$ cat src/rtl/systolic_input_skewer.sv
// systolic_input_skewer: diagonal skew feeder for the 4x4 systolic array.
// Lane j delays each accepted row element by j+1 cycles; a small FSM frames tiles.
module systolic_input_skewer #(
    parameter int WIDTH    = 16,
    parameter int N        = 4,
    parameter int MAX_ROWS = 4
) (
    input  logic                    clk,
    input  logic                    rst,
    input  logic signed [WIDTH-1:0] in_row [0:N-1],
    input  logic                    in_valid,
    input  logic                    in_last,
    output logic                    in_ready,
    output logic signed [WIDTH-1:0] out_up [0:N-1],
    output logic [N-1:0]            out_lane_valid,
    output logic                    busy,
    output logic                    tile_done
);
    localparam int RCW = $clog2(MAX_ROWS + 1);
    localparam int DCW = $clog2(N + 1);
    localparam logic [RCW-1:0] ROW_LAST   = RCW'(MAX_ROWS - 1);
    localparam logic [DCW-1:0] DRAIN_LAST = DCW'(N - 2);

    typedef enum logic [1:0] {
        S_IDLE,
        S_STREAM,
        S_DRAIN
    } state_t;

    state_t           r_state;
    logic [RCW-1:0]   r_row_cnt;
    logic [DCW-1:0]   r_drain_cnt;
    logic             r_ready;
    logic             r_busy;
    logic             r_tile_done;
    logic             w_accept;
    logic             w_close;

    assign w_accept = in_valid && r_ready;
    // Row counter is zero in IDLE, so one compare covers both the first and the MAX_ROWS-th row.
    assign w_close  = in_last || (r_row_cnt == ROW_LAST);

    always_ff @(posedge clk or negedge rst) begin
        if (!rst) begin
            r_state     <= S_IDLE;
            r_row_cnt   <= '0;
            r_drain_cnt <= '0;
            r_ready     <= 1'b1;
            r_busy      <= 1'b0;
            r_tile_done <= 1'b0;
        end else begin
            r_tile_done <= 1'b0;
            case (r_state)
                S_IDLE, S_STREAM: begin
                    if (w_accept) begin
                        r_row_cnt <= r_row_cnt + 1'b1;
                        r_busy    <= 1'b1;
                        if (w_close) begin
                            r_state     <= S_DRAIN;
                            r_ready     <= 1'b0;
                            r_drain_cnt <= '0;
                        end else begin
                            r_state <= S_STREAM;
                        end
                    end
                end
                S_DRAIN: begin
                    // Final count lines up with lane N-1 presenting the tile's last element.
                    if (r_drain_cnt == DRAIN_LAST) begin
                        r_state     <= S_IDLE;
                        r_ready     <= 1'b1;
                        r_busy      <= 1'b0;
                        r_tile_done <= 1'b1;
                        r_row_cnt   <= '0;
                        r_drain_cnt <= '0;
                    end else begin
                        r_drain_cnt <= r_drain_cnt + 1'b1;
                    end
                end
                default: begin
                    r_state <= S_IDLE;
                    r_ready <= 1'b1;
                    r_busy  <= 1'b0;
                end
            endcase
        end
    end

    assign in_ready  = r_ready;
    assign busy      = r_busy;
    assign tile_done = r_tile_done;

    for (genvar j = 0; j < N; j++) begin : g_lane
        logic signed [WIDTH-1:0] r_data [0:j];
        logic [j:0]              r_vld;

        // Idle cycles shift in a zero bubble, which also flushes the lane after a tile.
        always_ff @(posedge clk or negedge rst) begin
            if (!rst) begin
                for (int s = 0; s <= j; s++) begin
                    r_data[s] <= '0;
                end
                r_vld <= '0;
            end else begin
                r_data[0] <= w_accept ? in_row[j] : '0;
                r_vld[0]  <= w_accept;
                for (int s = 1; s <= j; s++) begin
                    r_data[s] <= r_data[s-1];
                    r_vld[s]  <= r_vld[s-1];
                end
            end
        end

        assign out_up[j]         = r_data[j];
        assign out_lane_valid[j] = r_vld[j];
    end

endmodule

$ cat config.mk
export PLATFORM = sky130hd
export DESIGN_NAME = systolic_input_skewer
export DESIGN_NICKNAME = d
export VERILOG_FILES = /design/src/rtl/systolic_input_skewer.sv
export SDC_FILE = /design/constraint.sdc
export NUM_CORES = 1
export LEC_CHECK = 0
export BUFFER_PORTS_ARGS = -buffer_cell sky130_fd_sc_hd__buf_2
export CORE_MARGIN = 4
export CORE_UTILIZATION = 50
export CTS_BUF_LIST = sky130_fd_sc_hd__clkbuf_16
export DETAILED_ROUTE_END_ITERATION = 10
export GPL_ROUTABILITY_DRIVEN = 0
export HOLD_SLACK_MARGIN = 0.06
export PLACE_DENSITY = 0.84
export SLEW_MARGIN = 10
export SYNTH_ARGS = -nofsm -noshare
export SYNTH_HDL_FRONTEND = slang
export SYNTH_SLANG_ARGS = --single-unit
$ cat constraint.sdc
create_clock -name clk -period 4.2 [get_ports clk]
set_clock_uncertainty 0.2 [all_clocks]
set_input_delay 0.42 -clock clk [delete_from_list [all_inputs] [get_ports clk]]
set_output_delay 0.42 -clock clk [all_outputs]
set_load 0.03 [all_outputs]
* Word level (Yosys, flattened, before mapping)
Index checks and enable logic that the tools add are counted.
** Word-level totals
- Bits of input ports :: 68
- Latch bits :: 0
- Memories :: 0
- Output and inout port bits :: 71
- Register bits :: 181
- Bits in read-only memories :: 0
- Memory bits (writable) :: 0
- Logic and storage cells :: 62
** Operators by class
- Eq/ne operators :: 7
- $mul :: 0
- Reductions and logical operators :: 9
- Magnitude comparators :: 0
- Bitwise gates (word level) :: 0
- Div/mod/pow operators :: 0
- Shift operators :: 0
- Multiplexer cells :: 24
- $add $sub $neg :: 2
** Operators with widths (count)
- 16-bit two-way mux :: 4
- 3-bit two-way mux :: 5
- 3-bit case mux with 2 select lines :: 2
- 3-bit AND reduction :: 3
- 1-bit two-way mux :: 7
- 3-bit by 1-bit adder with 3-bit output, second input constant :: 2
- 3-bit by 2-bit == test with 1-bit output, second input constant :: 2
- 2-bit two-way mux :: 3
- 2-bit != test, second input constant :: 3
- 1-bit case mux with 2 select lines :: 2
- 2-bit case mux with 2 select lines :: 1
- 2-bit by 1-bit == test with 1-bit output, second input constant :: 1
- 2-bit == test, second input constant :: 1
- 2-bit logical NOT :: 1
- 2-bit AND reduction :: 1
- 2-bit nonzero test :: 1
- 2-bit OR reduction :: 1
- 1-bit logical AND :: 1
- 1-bit logical OR :: 1

* Depth between registers and ports, before layout
Gate-level depths: netlist of the first run.
- Depth after elaboration :: 5
- Mapped depth :: 5

* Worst setup path after synthesis of the first run
Ideal clock, no wire load.
- Path kind :: register to register
- Start point :: register r_ready, in the netlist in_ready
- End point :: register r_drain_cnt[1]
- Period minus slack after synthesis :: 1510 ps
- Setup slack :: 2690 ps
- Setup time :: 139 ps
- Stages on the path, launching flop included :: 4
- Data arrival time :: 1171 ps
- Path through :: dfstp_2 > nand2_1 > nor3_2 > o32ai_1
** On the way
- Word-level cells in the longest chain between the ends :: 3
** RTL lines
- start, declared :: line 33 : logic r_ready;
- start signal, assigned :: line 48 : r_ready <= 1'b1;
- start signal, assigned :: line 60 : r_ready <= 1'b0;
- start signal, assigned :: line 71 : r_ready <= 1'b1;
- 1-bit logical AND :: line 39 : assign w_accept = in_valid && r_ready;
- 2-bit != test (no line)
- 3-bit AND reduction (no line)
- end signal, assigned :: line 77 : r_drain_cnt <= r_drain_cnt + 1'b1;
- end, declared :: line 32 : logic [DCW-1:0] r_drain_cnt;
Every way passes these cells.
A chain may end at the register's enable or synchronous reset.

* Worst setup path in the final report of the first run
- Start point :: register r_ready, in the netlist in_ready
- End point :: output in_ready
** RTL lines
- end, declared :: line 13 : output logic in_ready,
No word-level cell between the ends.

==> key figures, run 1 <==
Global routing
  – Global route overflow: 0
  – Largest net degree at the start of global routing: 101
  – Vias in the first global route: 3429
  – Met1 Usage GRT: a little over a fifth
  – Initial antenna violation count: 0
  – GR Util met3: under 10%
  – Met2 global-route usage: 30.3%
  – All-Layer GR Usage: 18.0%
  – Busiest grt layer: met2
  – First-pass GRT wire length: 17400 um

Timing
  – Final period util: 60.4%
  – Period minus WS final: 2.54 ns
  – Fin. max-slew vios: 0
  – RSZ-0062 raised after global routing: false
  – Maximum clock rate: 394 MHz
  – # setup viols final: 0
  – TNS Setup: 0 ns
  – Worst slew margin: 37.1%
  – Final hold vios: 0
  – Worst hold slack: approximately 0.087 ns
  – Worst-Margin Slew: 0.943 ns

Synthesis
  – Yosys warnings: 0
  – Synth area leader: dfrtp_1
  – Area share of xor/xnor cells in the synthesized design: 0.160%
  – Synthesized area per cell: about 16 sq um
  – Dominant synthesized flop cell: dfrtp_1
  – Compound-Gate Fraction of Synth Area: under 10%
  – Simple-Gate Fraction of Synth Area: 9.52%
  – Post-synth ARST share: 100%
  – Synth Instances: 344
  – Top cell type's share of synthesized area: 79.6%
  – Syn nets: 414
  – Yosys cell types: 26
  – Seq/Total Area, Yosys: 80.1%
  – Number of synthesized register bits: 175
  – Adder-cell share of the synthesized area: less than 1%
  – Synth area leaders: dfrtp_1 80%, and3_1 7.3%, buf_4 6.7%
  – Mapped cell area: around 5500 sq um
  – Count leader, synth: dfrtp_1
  – Mux contribution to synthesized area: 0.183%
  – Largest family of logic cells by synthesized area: simple AND/OR/NAND/NOR gates
  – Commonest cells in the netlist: 174 x dfrtp_1, 64 x and3_1, 49 x buf_4, 12 x clkbuf_1, 7 x nand2_1
  – Number of synthesized flops with an enable pin: 0

Floorplanning
  – Core ar.: 10500 sq um
  – Row count: 37
  – Die Wd: 113 um
  – Die Y: 113 um
  – Initial Util: 52.0%
  – I/O Pins: ~140
  – Die area: 12700 sq um

Worst setup path
  – WS Path Type: reg2out
  – Crit path cell chain: buf_2
  – Slowest CP cell: dfstp_2
  – Worst Path Required: 3.58 ns
  – CP peak stage delay: 1.16 ns
  – Critical path data arrival time: 1.92 ns
  – CP endpoint kind: output port
  – Worst path top cell family by delay: flip-flops
  – Startpoint type of the worst setup path: register
  – WP buf/inv: 1
  – Crit path max fanout: 68

Power
  – Clock power frac: 41.7%
  – Sequential Power Share: 50.4%
  – Combinational power share: 7.9%
  – Worst VDD drop: 0.000298 V
  – Pwr Density: 505 nW/um^2
  – Sw Ratio: between 20% and 30%
  – NetSw: 0.000883 W
  – Leak: slightly above 4 nW
  – Internal power: approximately 0.0027 W

Clock tree
  – Clock-pin transition on the worst setup and hold timing paths: around 0.06 ns
  – Maximum buffer depth of the clock tree: 2
  – Post-CTS setup buffer count: 0
  – Root Buffer: clkbuf_16
  – CTS tree: done
  – Worst skew pair latency: 0.41 ns
  – CTS Buf Count: 17
  – Clock H-tree levels: 4
  – Sink Count: about 180

Final layout
  – Filler instances: between 600 and 700
  – Layout cell share with drive strength beyond 1: 34.2%
  – Ant. Diodes: 0
  – Layout area overhead: 30.4%
  – Final #Nets: 571

Min path
  – Hold WC Path Type: in2reg

Drt
  – Antenna viol nets, final: 0
  – Drc violations: 0
  – DR WL/cell: around 16 um
  – Drt first pass iters: 4
  – Drt initial violations: 144
  – Via density: 4.68
  – Via count: 3043
  – WL final: 10500 um

Placement
  – Dpl hpwl: 5920 um
  – IO Port Bufs: 138

Flow run
  – Max-Cap Viols: 0

Status
  – Status: finished clean
==> worst paths after layout <==
kind | startpoint | to | slack (ns) | cells after the start
min | in_row[23] | g_lane[2].r_data[39] | 0.09 | 2
min in group asynchronous | rst | out_up[25] | 0.39 | 2
max reg2reg | in_ready | r_drain_cnt[1] | 1.85 | 3
max | in_ready | in_ready | 1.66 | 1
max in group asynchronous | rst | in_ready | 2.47 | 3
min reg2reg | g_lane[3].r_data[49] | g_lane[3].r_data[33] | 0.14 | 0
==> what timing repair did <==
action	4_1_cts	5_1_grt
hold buffers	62	1
hold endpoints to repair	136	1
endpoints found under the setup margin	0	0
resized for setup	0	0
==> sequential cells by signal, indices dropped and copies added, names as in the netlist <==
signal / flops
r_drain_cnt: 3
out_up: 48
r_row_cnt: 3
r_state: 2
g_lane.r_vld: 4
tile_done: 1
in_ready: 1
g_lane.r_data: 112
busy: 1
==> layout by cell type (no fill, tap or decap), drive strengths merged <==
cell type,count
inv,11
or3,1
clkbuf,17
mux2i,1
clkinv,4
and3,64
a21oi,4
xnor2,1
o21ai,5
nand3b,1
ha,2
buf,139
dfrtp,174
nor3,1
dfstp,1
or3b,1
nand2,7
clkinvlp,2
dlygate4sd3,63
nor2b,1
o22ai,3
nor2,5
bufinv,1
o32ai,2
nand2b,3
==> cells by family after synthesis <==
| group | Yosys count |
|---|---|
| flops | 175 |
| buf+inv | 67 |
| xor+xnor | 1 |
| fa+ha+maj | 2 |
| simple gates | 84 |
| compound gates | 14 |
| mux | 1 |
==> metrics by stage <==
step | worst slack, ns | std cells | cell area (sq um) | power, W | utilization [%]
after floorplan | 2.69 | 344 | 5470 | 0.00199 | -
after global placement | 2.05 | 555 | 5930 | 0.00206 | 56.4
after detailed placement | 1.90 | 555 | 5930 | 0.00209 | 56.4
after CTS | 1.66 | 649 | 7120 | 0.00364 | 67.8
after global routing | 1.55 | 650 | 7130 | 0.00375 | 67.9
final | 1.66 | 650 | 7130 | 0.00360 | 67.9
==> per-layer routing <==
metal	part of all wire [%]	wire length (um)	vias to the layer above
met2	53	5570	117
met5	0	0	-
met3	6.1	635	32
met4	3.1	330	0
li1	-	-	1395
met1	38	3950	1499
==> cell type report <==
class	count	area [sq um]	area share, %
Multi-Input combinational cell	102	649	9.10
Clock buffer	17	425	5.96
Timing Repair Buffer	202	1350	18.9
Clock inverter	15	149	2.09
Tap cell	136	170	2.39
Sequential cell	175	4380	61.4
Inverter	3	11.3	0.158
==> power by group through the flow <==
stage | combinational [W] | clock [W] | sequential, W
2_1_floorplan | 0.000157 | 0 | 0.00183
3_3_place_gp | 0.000226 | 0 | 0.00184
3_5_place_dp | 0.000240 | 0 | 0.00185
4_1_cts | 0.000286 | 0.00154 | 0.00182
5_1_grt | 0.000317 | 0.00161 | 0.00183
6_report | 0.000286 | 0.00150 | 0.00182
No activity file was read; power rests on OpenSTA's default activity.
==> inputs of run 2 (changes only) <==
==> constraint.sdc (replaced) <==
create_clock -name clk -period 2.51 [get_ports clk]
set_clock_uncertainty 0.2 [all_clocks]
set_input_delay 0.251 -clock clk [delete_from_list [all_inputs] [get_ports clk]]
set_output_delay 0.251 -clock clk [all_outputs]
set_load 0.03 [all_outputs]
==> run 2 against run 1 <==
Net effect:
- cell count is 2.3% higher
- utilization is 1.4 points higher
- worst setup slack worse by 1.1 ns
- combinational power is 81% higher
- critical endpoint unchanged
- largest cell class unchanged
- largest power group unchanged
==> key figures, run 2 (synthesis results as in run 1) <==
Status
  – Status: finished clean (unchanged)

Timing
  – Final hold vios: 0 (unchanged)
  – Maximum clock rate: 519 MHz
  – Final period util: 76.8%
  – Worst-Margin Slew: 0.601 ns (was 0.943 ns)
  – TNS Setup: 0 ns (unchanged)
  – Worst slew margin: 59.9% (was 37.1%)
  – Period minus WS final: 1.93 ns
  – Fin. max-slew vios: 0 (unchanged)
  – RSZ-0062 raised after global routing: false (unchanged)
  – # setup viols final: 0 (unchanged)

Global routing
  – First-pass GRT wire length: 18300 um (was 17400 um)
  – Initial antenna violation count: 1 (was 0)
  – Largest net degree at the start of global routing: 69 (was 101)
  – All-Layer GR Usage: 19.0% (was 18.0%)
  – Vias in the first global route: 3591 (was 3429)
  – Global route overflow: 0 (unchanged)

Power
  – Combinational power share: 8.6% (was 7.9%)
  – Worst VDD drop: 0.000395 V (was 0.000298 V)
  – Sequential Power Share: 50.1% (was 50.4%)
  – NetSw: 0.00142 W (was 0.000883 W)
  – Leak: 4.20 nW (was 4.13 nW)
  – Internal power: 0.00463 W (was 0.00272 W)
  – Sw Ratio: 23.6% (was 24.5%)
  – Final total power: 0.00605 W (was 0.00360 W)
  – Clock power frac: 41.3% (was 41.7%)
  – Pwr Density: 831 nW/um^2 (was 505 nW/um^2)

Clock tree
  – Worst skew pair latency: 0.41 ns (about the same)
  – Root Buffer: clkbuf_16 (unchanged)
  – CTS tree: done (unchanged)
  – Sink Count: 175 (unchanged)
  – Clock H-tree levels: 4 (unchanged)
  – Resized Gates After CTS: 0 (unchanged)
  – CTS Buf Count: 17 (unchanged)
  – Post-CTS Hold Fix Bufs: 74 (was 62)
  – Post-CTS setup buffer count: 0 (unchanged)
  – Clock-pin transition on the worst setup and hold timing paths: 0.06 ns (about the same)
  – Maximum buffer depth of the clock tree: 2 (unchanged)

Placement
  – Post-placement cell area: 5970 sq um (was 5930 sq um)
  – IO Port Bufs: 138 (unchanged)
  – Dpl hpwl: 6290 um (was 5920 um)

Worst setup path
  – Worst Path Required: 2.06 ns (was 3.58 ns)
  – Crit path max fanout: 27 (was 68)
  – Worst path top cell family by delay: flip-flops (unchanged)
  – Crit path cell chain: buf_2 (unchanged)
  – CP peak stage delay: 0.79 ns (was 1.16 ns)
  – Critical path data arrival time: 1.48 ns (was 1.92 ns)
  – WS Path Type: reg2out (unchanged)
  – Startpoint type of the worst setup path: register (unchanged)
  – Slowest CP cell: dfstp_2 (unchanged)
  – CP endpoint kind: output port (unchanged)
  – WP buf/inv: 1 (unchanged)

Floorplanning
  – Core ar.: 10500 sq um (unchanged)
  – Die area: 12700 sq um (unchanged)
  – Die Wd: 113 um (unchanged)
  – Die Y: 113 um (unchanged)
  – Row count: 37 (unchanged)
  – Initial Util: 52.0% (unchanged)
  – I/O Pins: 139 (unchanged)

Final layout
  – Commonest cells after routing, fill and taps aside: 174 x dfrtp_1, 137 x buf_2, 74 x dlygate4sd3_1 (was 174 x dfrtp_1, 137 x buf_2, 64 x and3_1)
  – Final #Nets: 586 (was 571)
  – Filler instances: 682 (was 679)
  – Layout area overhead: 33.2% (was 30.4%)
  – Register name with the most flops: g_lane.r_data (unchanged)
  – Largest register FFs: 112 (unchanged)
  – Layout cell share with drive strength beyond 1: 33.5% (was 34.2%)
  – Commonest non-fill, non-tap cell in the layout: dfrtp_1 (unchanged)
  – Fin area: 7280 sq um (was 7130 sq um)

Drt
  – Drt initial violations: 126 (was 144)
  – Via density: 4.75 (was 4.68)
  – WL final: 11100 um (was 10500 um)
  – Antenna viol nets, final: 0 (unchanged)
  – Via count: 3157 (was 3043)
  – Drc violations: 0 (unchanged)
  – DR WL/cell: 16.8 um (was 16.1 um)
  – Drt first pass iters: 4 (unchanged)

Flow run
  – Max-Cap Viols: 0 (unchanged)

Min path
  – Hold WC Path Type: in2reg (unchanged)
==> run 2: cell types whose count changed in the layout (fill, tap and decap cells not counted), sizes merged <==
cell         delta
clkinvlp        +3
bufinv          +1
diode           +1
dlygate4sd3    +11
clkinv          +1
inv             -6
buf             +4
==> run 2: layer usage <==
| metal | GRT usage (%) | vias to the layer above | part of all wire [%] |
|---|---|---|---|
| li1 | - | 1427 | - |
| met1 | 20.8 | 1573 | 36 |
| met2 | 32.9 | 125 | 54 |
| met3 | 6.20 | 32 | 6.2 |
| met4 | 9.29 | 0 | 3.4 |
| met5 | 0 | - | 0 |
==> run 2: stage by stage <==
step / hold slack, ns / setup slack [ns] / utilization (%) / std cells
3_3_place_gp: 0.0678 / 0.808 / 56.8 / 559
3_5_place_dp: 0.0805 / 0.733 / 56.8 / 559
2_1_floorplan: -0.245 / 1.00 / - / 344
5_1_grt: 0.0654 / 0.506 / 69.3 / 665
4_1_cts: 0.0603 / 0.589 / 69.3 / 664
6_report: 0.0819 / 0.582 / 69.3 / 665
==> run 2: cell type report <==
| class | instances | area [sq um] | share of cell area [%] |
|---|---|---|---|
| clock inverter | 14 | 143 | 1.96 |
| timing repair buffer | 217 | 1500 | 20.6 |
| tap | 136 | 170 | 2.34 |
| antenna | 1 | 2.50 | 0.0344 |
| inverter | 3 | 11.3 | 0.155 |
| sequential | 175 | 4380 | 60.2 |
| clock buffer | 17 | 425 | 5.84 |
| multi-input combinational | 102 | 649 | 8.92 |
==> run 2: path summary, 6_finish.rpt <==
kind                                      start                    to  slack (ns)  depth (start not counted)
min in group asynchronous                   rst  g_lane[2].r_data[21]        0.19                          2
max reg2reg                            in_ready  g_lane[3].r_data[55]        0.66                          2
max in group asynchronous                   rst              in_ready        1.16                          3
min reg2reg                g_lane[3].r_data[39]  g_lane[3].r_data[23]        0.14                          0
max                                    in_ready              in_ready        0.58                          1
min                                    in_valid  g_lane[3].r_data[50]        0.08                          2
==> run 2: power by group through the flow <==
stage	registers (W)	clock network (W)	logic, W
CTS	0.00303	0.00255	0.000514
global route	0.00305	0.00269	0.000575
global placement	0.00306	0	0.000400
finish	0.00303	0.00250	0.000519
detailed placement	0.00308	0	0.000428
floorplan	0.00306	0	0.000263
